`src/rtl/vector_writeback_stage.sv`:
```
// ---------------------------------------------------------------------------
// vector_writeback_stage
//
// Buffers execution-unit results in a small FIFO and presents them, one per
// cycle, to the vector register file write port. Each entry holds the
// destination register, the full result vector and a byte-enable mask that
// is derived at capture time from sew / vl / vm / v0_mask.
//
// Ports
//   clk               single clock, all state updates on its rising edge
//   reset             asynchronous, active-low reset
//   execution_result  result vector from the execution unit
//   execution_done    one-cycle pulse: execution_result and controls valid
//   vd_addr           destination vector register of the current result
//   sew               element width: 00=8b, 01=16b, 10=32b, 11=reserved
//   vl                active element count
//   vm                1 = unmasked, 0 = apply v0_mask
//   v0_mask           per-element mask, element i uses bit i
//   flush             synchronous buffer clear
//   wb_ready          VRF write port accepts a write this cycle
//   in_ready          buffer can accept a result
//   wb_valid          head entry presented to the VRF
//   wb_addr/data/be   head entry fields
//   overflow_err      sticky: a result was dropped because the buffer was full
//   sew_err           sticky: a reserved sew value was captured
//   wb_count          number of retired writes, saturating at 16'hFFFF
//
// The data width comes from the MAX_VLEN macro, normally supplied by
// vector_processor_defs.svh; a fallback keeps this file self-contained.
// ---------------------------------------------------------------------------
`ifndef MAX_VLEN
`define MAX_VLEN 128
`endif

module vector_writeback_stage #(
   parameter int DEPTH = 2   // legal values: 2 and 4
) (
   input  logic                         clk,
   input  logic                         reset,
   input  logic [`MAX_VLEN-1:0]         execution_result,
   input  logic                         execution_done,
   input  logic [4:0]                   vd_addr,
   input  logic [1:0]                   sew,
   input  logic [$clog2(`MAX_VLEN/8):0] vl,
   input  logic                         vm,
   input  logic [`MAX_VLEN/8-1:0]       v0_mask,
   input  logic                         flush,
   input  logic                         wb_ready,
   output logic                         in_ready,
   output logic                         wb_valid,
   output logic [4:0]                   wb_addr,
   output logic [`MAX_VLEN-1:0]         wb_data,
   output logic [`MAX_VLEN/8-1:0]       wb_be,
   output logic                         overflow_err,
   output logic                         sew_err,
   output logic [15:0]                  wb_count
);

   localparam int NB  = `MAX_VLEN / 8;
   localparam int VLW = $clog2(NB) + 1;
   localparam int PW  = $clog2(DEPTH);
   localparam int CW  = $clog2(DEPTH) + 1;

   localparam logic [CW-1:0] DEPTH_C   = CW'(DEPTH);
   localparam logic [PW-1:0] LAST_PTR  = PW'(DEPTH - 1);
   localparam logic [15:0]   COUNT_MAX = 16'hFFFF;

   // ------------------------------------------------------------------------
   // Byte-enable derivation. Walking bytes rather than elements means any
   // byte index maps to an element e < NB/W, so elements beyond the register
   // width are naturally ignored. The reserved sew value yields no enables.
   // ------------------------------------------------------------------------
   function automatic logic [NB-1:0] calc_be(
      input logic [1:0]     sew_i,
      input logic [VLW-1:0] vl_i,
      input logic           vm_i,
      input logic [NB-1:0]  mask_i
   );
      logic [NB-1:0]  be_v;
      logic [VLW-1:0] elem;
      be_v = '0;
      for (int b = 0; b < NB; b++) begin
         case (sew_i)
            2'b00:   elem = VLW'(b);
            2'b01:   elem = VLW'(b >> 1);
            2'b10:   elem = VLW'(b >> 2);
            default: elem = '0;
         endcase
         if ((sew_i != 2'b11) && (elem < vl_i) && (vm_i || mask_i[elem[VLW-2:0]])) begin
            be_v[b] = 1'b1;
         end else begin
            be_v[b] = 1'b0;
         end
      end
      return be_v;
   endfunction

   // Pointer increment with explicit wrap at DEPTH-1.
   function automatic logic [PW-1:0] next_ptr(input logic [PW-1:0] p);
      if (p == LAST_PTR) begin
         return '0;
      end else begin
         return p + 1'b1;
      end
   endfunction

   // ------------------------------------------------------------------------
   // State
   // ------------------------------------------------------------------------
   logic [4:0]           ent_addr_q [DEPTH];
   logic [4:0]           ent_addr_d [DEPTH];
   logic [`MAX_VLEN-1:0] ent_data_q [DEPTH];
   logic [`MAX_VLEN-1:0] ent_data_d [DEPTH];
   logic [NB-1:0]        ent_be_q   [DEPTH];
   logic [NB-1:0]        ent_be_d   [DEPTH];

   logic [PW-1:0] rd_ptr_q, rd_ptr_d;
   logic [PW-1:0] wr_ptr_q, wr_ptr_d;
   logic [CW-1:0] count_q,  count_d;
   logic          overflow_err_q, overflow_err_d;
   logic          sew_err_q,      sew_err_d;
   logic [15:0]   wb_count_q,     wb_count_d;

   logic          full_s;
   logic          push_s;
   logic          pop_s;
   logic [NB-1:0] cap_be_s;

   // Handshake qualification; flush suppresses both push and pop.
   always_comb begin
      full_s   = (count_q == DEPTH_C);
      push_s   = execution_done && !full_s && !flush;
      pop_s    = (count_q != '0) && wb_ready && !flush;
      cap_be_s = calc_be(sew, vl, vm, v0_mask);
   end

   // Next-state computation for FIFO storage, pointers, count and status.
   always_comb begin
      ent_addr_d = ent_addr_q;
      ent_data_d = ent_data_q;
      ent_be_d   = ent_be_q;
      rd_ptr_d   = rd_ptr_q;
      wr_ptr_d   = wr_ptr_q;
      count_d    = count_q;
      wb_count_d = wb_count_q;

      if (flush) begin
         rd_ptr_d = '0;
         wr_ptr_d = '0;
         count_d  = '0;
      end else begin
         if (push_s) begin
            ent_addr_d[wr_ptr_q] = vd_addr;
            ent_data_d[wr_ptr_q] = execution_result;
            ent_be_d[wr_ptr_q]   = cap_be_s;
            wr_ptr_d             = next_ptr(wr_ptr_q);
         end else begin
            wr_ptr_d = wr_ptr_q;
         end

         if (pop_s) begin
            rd_ptr_d = next_ptr(rd_ptr_q);
            if (wb_count_q != COUNT_MAX) begin
               wb_count_d = wb_count_q + 16'd1;
            end else begin
               wb_count_d = wb_count_q;
            end
         end else begin
            rd_ptr_d = rd_ptr_q;
         end

         // Simultaneous push and pop leaves occupancy unchanged.
         case ({push_s, pop_s})
            2'b10:   count_d = count_q + 1'b1;
            2'b01:   count_d = count_q - 1'b1;
            default: count_d = count_q;
         endcase
      end

      // A pulse that meets a full buffer is dropped even if the head
      // retires this cycle: in_ready never looks at wb_ready.
      overflow_err_d = overflow_err_q | (execution_done && full_s);
      sew_err_d      = sew_err_q | (push_s && (sew == 2'b11));
   end

   // State registers, asynchronously cleared on reset.
   always_ff @(posedge clk or negedge reset) begin
      if (!reset) begin
         for (int i = 0; i < DEPTH; i++) begin
            ent_addr_q[i] <= '0;
            ent_data_q[i] <= '0;
            ent_be_q[i]   <= '0;
         end
         rd_ptr_q       <= '0;
         wr_ptr_q       <= '0;
         count_q        <= '0;
         overflow_err_q <= 1'b0;
         sew_err_q      <= 1'b0;
         wb_count_q     <= 16'd0;
      end else begin
         ent_addr_q     <= ent_addr_d;
         ent_data_q     <= ent_data_d;
         ent_be_q       <= ent_be_d;
         rd_ptr_q       <= rd_ptr_d;
         wr_ptr_q       <= wr_ptr_d;
         count_q        <= count_d;
         overflow_err_q <= overflow_err_d;
         sew_err_q      <= sew_err_d;
         wb_count_q     <= wb_count_d;
      end
   end

   // Outputs decode registered state only; no path from wb_ready or
   // execution_done, so a new entry is visible only after its capture edge.
   always_comb begin
      in_ready     = (count_q < DEPTH_C);
      wb_valid     = (count_q != '0);
      wb_addr      = ent_addr_q[rd_ptr_q];
      wb_data      = ent_data_q[rd_ptr_q];
      wb_be        = ent_be_q[rd_ptr_q];
      overflow_err = overflow_err_q;
      sew_err      = sew_err_q;
      wb_count     = wb_count_q;
   end

endmodule

```
`config.mk`:
```
export PLATFORM = sky130hd
export DESIGN_NAME = vector_writeback_stage
export DESIGN_NICKNAME = d
export VERILOG_FILES = /design/src/rtl/vector_writeback_stage.sv
export SDC_FILE = /design/constraint.sdc
export NUM_CORES = 1
export LEC_CHECK = 0
export CAP_MARGIN = 40
export CORE_AREA = 2 2 249 128
export DETAILED_ROUTE_END_ITERATION = 8
export DIE_AREA = 0 0 251 130
export GPL_TIMING_DRIVEN = 0
export PLACE_DENSITY = 0.88
export SLEW_MARGIN = 10
export SYNTH_ARGS = -nofsm -noshare
export SYNTH_HDL_FRONTEND = slang
export SYNTH_SLANG_ARGS = --single-unit
```
`constraint.sdc`:
```
create_clock -name clk -period 2.45 [get_ports clk]
set_input_delay 0.735 -clock clk [delete_from_list [all_inputs] [get_ports clk]]
set_output_delay 0.735 -clock clk [all_outputs]
set_load 0.05 [all_outputs]
```
==> out/qor.txt, run 1 <==
Max Cap Viol = 0
post-detailed-route count of antenna-violating nets = 0
CTS tree = yes
Synth Net Count = 1571
Core ar. = 30850 um2
Cells after Synth = 1392
Synth Cell Area = 15410 um2
Clock Power Share = 0.234
Pint = 12.48 mW
sw frac = 0.3698
Switch Pwr = 7.325 mW
met1 wire length = 21070 um
Static Leak = 9.895 nW
detailed-route DRC error count = 0
crit path cell chain = buf_12, clkbuf_16, clkbuf_16, mux2_4, buf_6
chip height = 130 um
Worst Path Arrival = 1960 ps
Hold Crit Class = input pin to asynchronous set/reset pin
row cnt = 46
share of cells above drive strength 1 = 0.3567
post-synthesis async set-or-reset flop share = 1.000
Seq pwr share = 0.375
number of flops mapped to enable cells by yosys = 0
Critical Path RT = 1710 ps
Setup Skew = 24.32 ps
sum of buffers and inverters on the critical path = 4
most used flip-flop cell after synthesis = dfrtp_1
pwr dens = 940.5 nW/um2
Die W = 251 um
crit share post-route = 1.100
CTS max path bufs = 3
CTS H-tree depth = 1
highest attainable clock frequency = 371.0 MHz
syn avg cell area = 11.07 um2
Area growth syn-to-layout = 36.71%
endpoints failing hold = 0
Worst path depth = 5
largest net degree at the start of global routing = 117
area of placed instances = 19320 um2
crit-path max cell delay = 430 ps
critical path's slowest cell = dfrtp_2
RSZ-0062 raised after global routing = true
Synth warnings = 0
post-layout net count = 1949
startpoint types = register
final core occ = 0.6828
Final Cell Area = 21060 um2
Vias = 12410
Gate power share = 0.390
Slew Limit Fails = 0
Clock Latency Late Sink = 570 ps
Final HPWL DP = 35550 um
sequential element share of the synthesized area = 0.5197
DR WL met3 = 4916 um
R2R cell count = 7
top routing layer in use = met5
Initial DRC Count = 936
Initial Util = 0.4994
First-pass DRT Iterations = 5
final total power = 19.81 mW
I/O pin count = 331
Num CTS Buffers = 30
CP most frequent cell = clkbuf_16
CTS clk-pin slew, worst paths = 70 ps
DR WL met2 = 21870 um
CP Capture Type = primary output
DR WL/cell = 22.41 um
Period minus WS final = 2696 ps
delay-heaviest family, CP = buffers and inverters
initial antenna violation count = 4
status = finished with violations
drt via density = 5.652
Slew HR = 0.4731
peak supply drop = 637.7 uV
gr ovfl total = 0
actual slew at the worst max-slew pin = 790.3 ps
CTS sink cnt = 320
I/O Buffers = 327
kind of critical path = register to primary output
first-pass GRT wire length = 74550 um
final-layout fill cell count = 2200
Worst Path Max Fanout = 10
Global Route Usage Sum = 0.2965
Clock Root Buffer = clkbuf_16
failing checks = negative setup slack
die area = 32630 um2
Final setup viols = 149
Final Wtd Congestion = 0.9743
vias in the first global route = 12740
FF+latch count, synth = 320
Yosys cell types = 52
final wirelength = 49190 um
Worst Setup Slack, final = -245.6 ps
## cell usage after synthesis, types with 2 or more instances
library cell  number  area, um2
a2111oi_0          2      17.52
a211oi_1           3      22.52
a21o_1             5      37.54
a21oi_1           23      115.1
a31oi_1            3      18.77
a41oi_1            2      17.52
and3_1             4      25.02
and4_1             3      26.28
buf_1              4      15.01
buf_2             20      100.1
clkbuf_1          61      229.0
dfrtp_1          320       8008
ha_1              17      212.7
inv_1             11      41.29
mux2_2           299       3367
mux2i_1           18      180.2
mux4_1             2      52.55
mux4_2            20      450.4
nand2_1          452       1697
nand2b_1           6      37.54
nand3_1           16      80.08
nand4_1            8      50.05
nor2_1            25      93.84
nor3_1             3      15.01
o2111ai_1          2      17.52
o21ai_0           17      85.08
o31ai_1            4      30.03
or3_1              3      18.77
xnor2_1           12      105.1
xor2_1             5      43.79
## placed cells by master, fill, tap and decap left out, types with 3 or more instances in the layout
cell / n
xnor2_1: 12
nand2b_1: 6
buf_8: 5
clkbuf_8: 8
o31ai_1: 4
o21ai_1: 4
mux2i_1: 16
xor2_1: 5
nand2_1: 451
clkbuf_2: 29
mux2_2: 287
clkdlybuf4s50_1: 155
clkbuf_1: 23
clkinvlp_4: 4
a21oi_2: 4
a21oi_1: 19
or3_1: 3
o21ai_0: 11
and3_1: 4
a21o_1: 5
buf_4: 36
a211oi_1: 3
buf_2: 18
ha_4: 3
nor3_1: 3
clkbuf_16: 43
ha_1: 13
dlygate4sd2_1: 18
nand4_1: 8
dfrtp_1: 319
nand3_1: 16
and4_1: 3
buf_6: 133
nor2_1: 23
inv_1: 8
mux4_2: 20
mux2_4: 12
## logic make-up (layout without fill, tap and decap cells)
group                    Yosys count  count (layout)  share of synthesized area
XOR/XNOR                          17              17                   0.009664
other                              0               1                          0
buffers and inverters            100             494                    0.02672
multiplexers                     339             339                     0.2629
flip-flops                       320             320                     0.5197
AND/OR/NAND/NOR                  525             525                     0.1357
adder cells (fa/ha/maj)           17              17                    0.01381
AO/OA/AOI/OAI                     74              74                    0.03151
## worst paths after layout
kind,start,end,slack (ps)
max,rd_ptr_q$_DFFE_PN0P_,wb_addr[3],-250
min,reset,ent_data_q[60]$_DFFE_PN0P_,190
max reg2reg,wb_count[3]$_DFFE_PN0P_,wb_count[8]$_DFFE_PN0P_,160
min reg2reg,ent_data_q[151]$_DFFE_PN0P_,ent_data_q[151]$_DFFE_PN0P_,470
max in group asynchronous,reset,ent_data_q[230]$_DFFE_PN0P_,1170
min in group clk,ent_data_q[151]$_DFFE_PN0P_,ent_data_q[151]$_DFFE_PN0P_,470
## sequential cells by signal, summed over array words and instances, names as in the netlist
signal,count
count_q,2
ent_addr_q,10
ent_be_q,32
ent_data_q,256
overflow_err,1
rd_ptr_q,1
sew_err,1
wb_count,16
wr_ptr_q,1
## cell type report
cell class | instances | area (um2) | area share
Buffer | 85 | 716.9 | 0.03404
Antenna cell | 1 | 2.502 | 0.0001188
Sequential cell | 320 | 8009 | 0.3802
Tap cell | 408 | 510.5 | 0.02424
Clock inverter | 6 | 105.1 | 0.004990
Timing Repair Buffer | 348 | 3628 | 0.1723
Multi-Input combinational cell | 972 | 7192 | 0.3414
Clock buffer | 42 | 835.8 | 0.03968
Inverter | 13 | 63.81 | 0.003029
## what timing repair did
item | CTS | global route
endpoints found under the setup margin | 455 | 285
cloned | 2 | 4
setup buffers | 8 | 5
gates resized for setup | 1174 | 42
pin swaps | 4 | 5
hold buffers | 0 | 0
## worst reg2reg max path: stages, from the launching register on
cell and delay, ps:
dfrtp_1 440, and4_1 310, and3_1 260, a211oi_2 370, and3_1 200, clkbuf_1 290
nand3_1 160, xnor2_1 140
## layer usage
| metal | global-route usage | vias up |
|---|---|---|
| met5 | 0 | - |
| met4 | 0.07038 | 6 |
| met3 | 0.09296 | 89 |
| met2 | 0.4585 | 588 |
| met1 | 0.4120 | 6213 |
| li1 | - | 5510 |
## stage by stage
stage	hold slack [ps]	setup TNS [ps]	instances	setup slack [ps]
final	188.2	-26110	2195	-245.6
after global placement	452.6	-4439870	2127	-12680
after floorplan	439.4	-1399	1392	-144.5
after global routing	244.1	-35780	2194	-305.5
after CTS	214.1	-30290	2187	-266.4
after detailed placement	458.3	-410900	2130	-1896
## power groups by stage
stage                     clock network, mW  logic [mW]  registers [mW]
after global placement                    0        6.99            7.37
final                                  4.64        7.74            7.43
after global routing                   4.95        8.10            7.60
after CTS                              4.71        7.64            7.41
after detailed placement                  0        7.19            7.49
after floorplan                           0        4.92            7.35
(Power assumes the default switching activity.)
==> run 2, diff against run 1 <==
--- a/config.mk
+++ b/config.mk
@@ -5,6 +5,7 @@
 export SDC_FILE = /design/constraint.sdc
 export NUM_CORES = 1
 export LEC_CHECK = 0
+export ABC_CLOCK_PERIOD_IN_PS = 2450
 export CAP_MARGIN = 40
 export CORE_AREA = 2 2 249 128
 export DETAILED_ROUTE_END_ITERATION = 8
==> results of run 2 <==
Same layout as run 1: the final DEF is identical, and so are final timing and power.
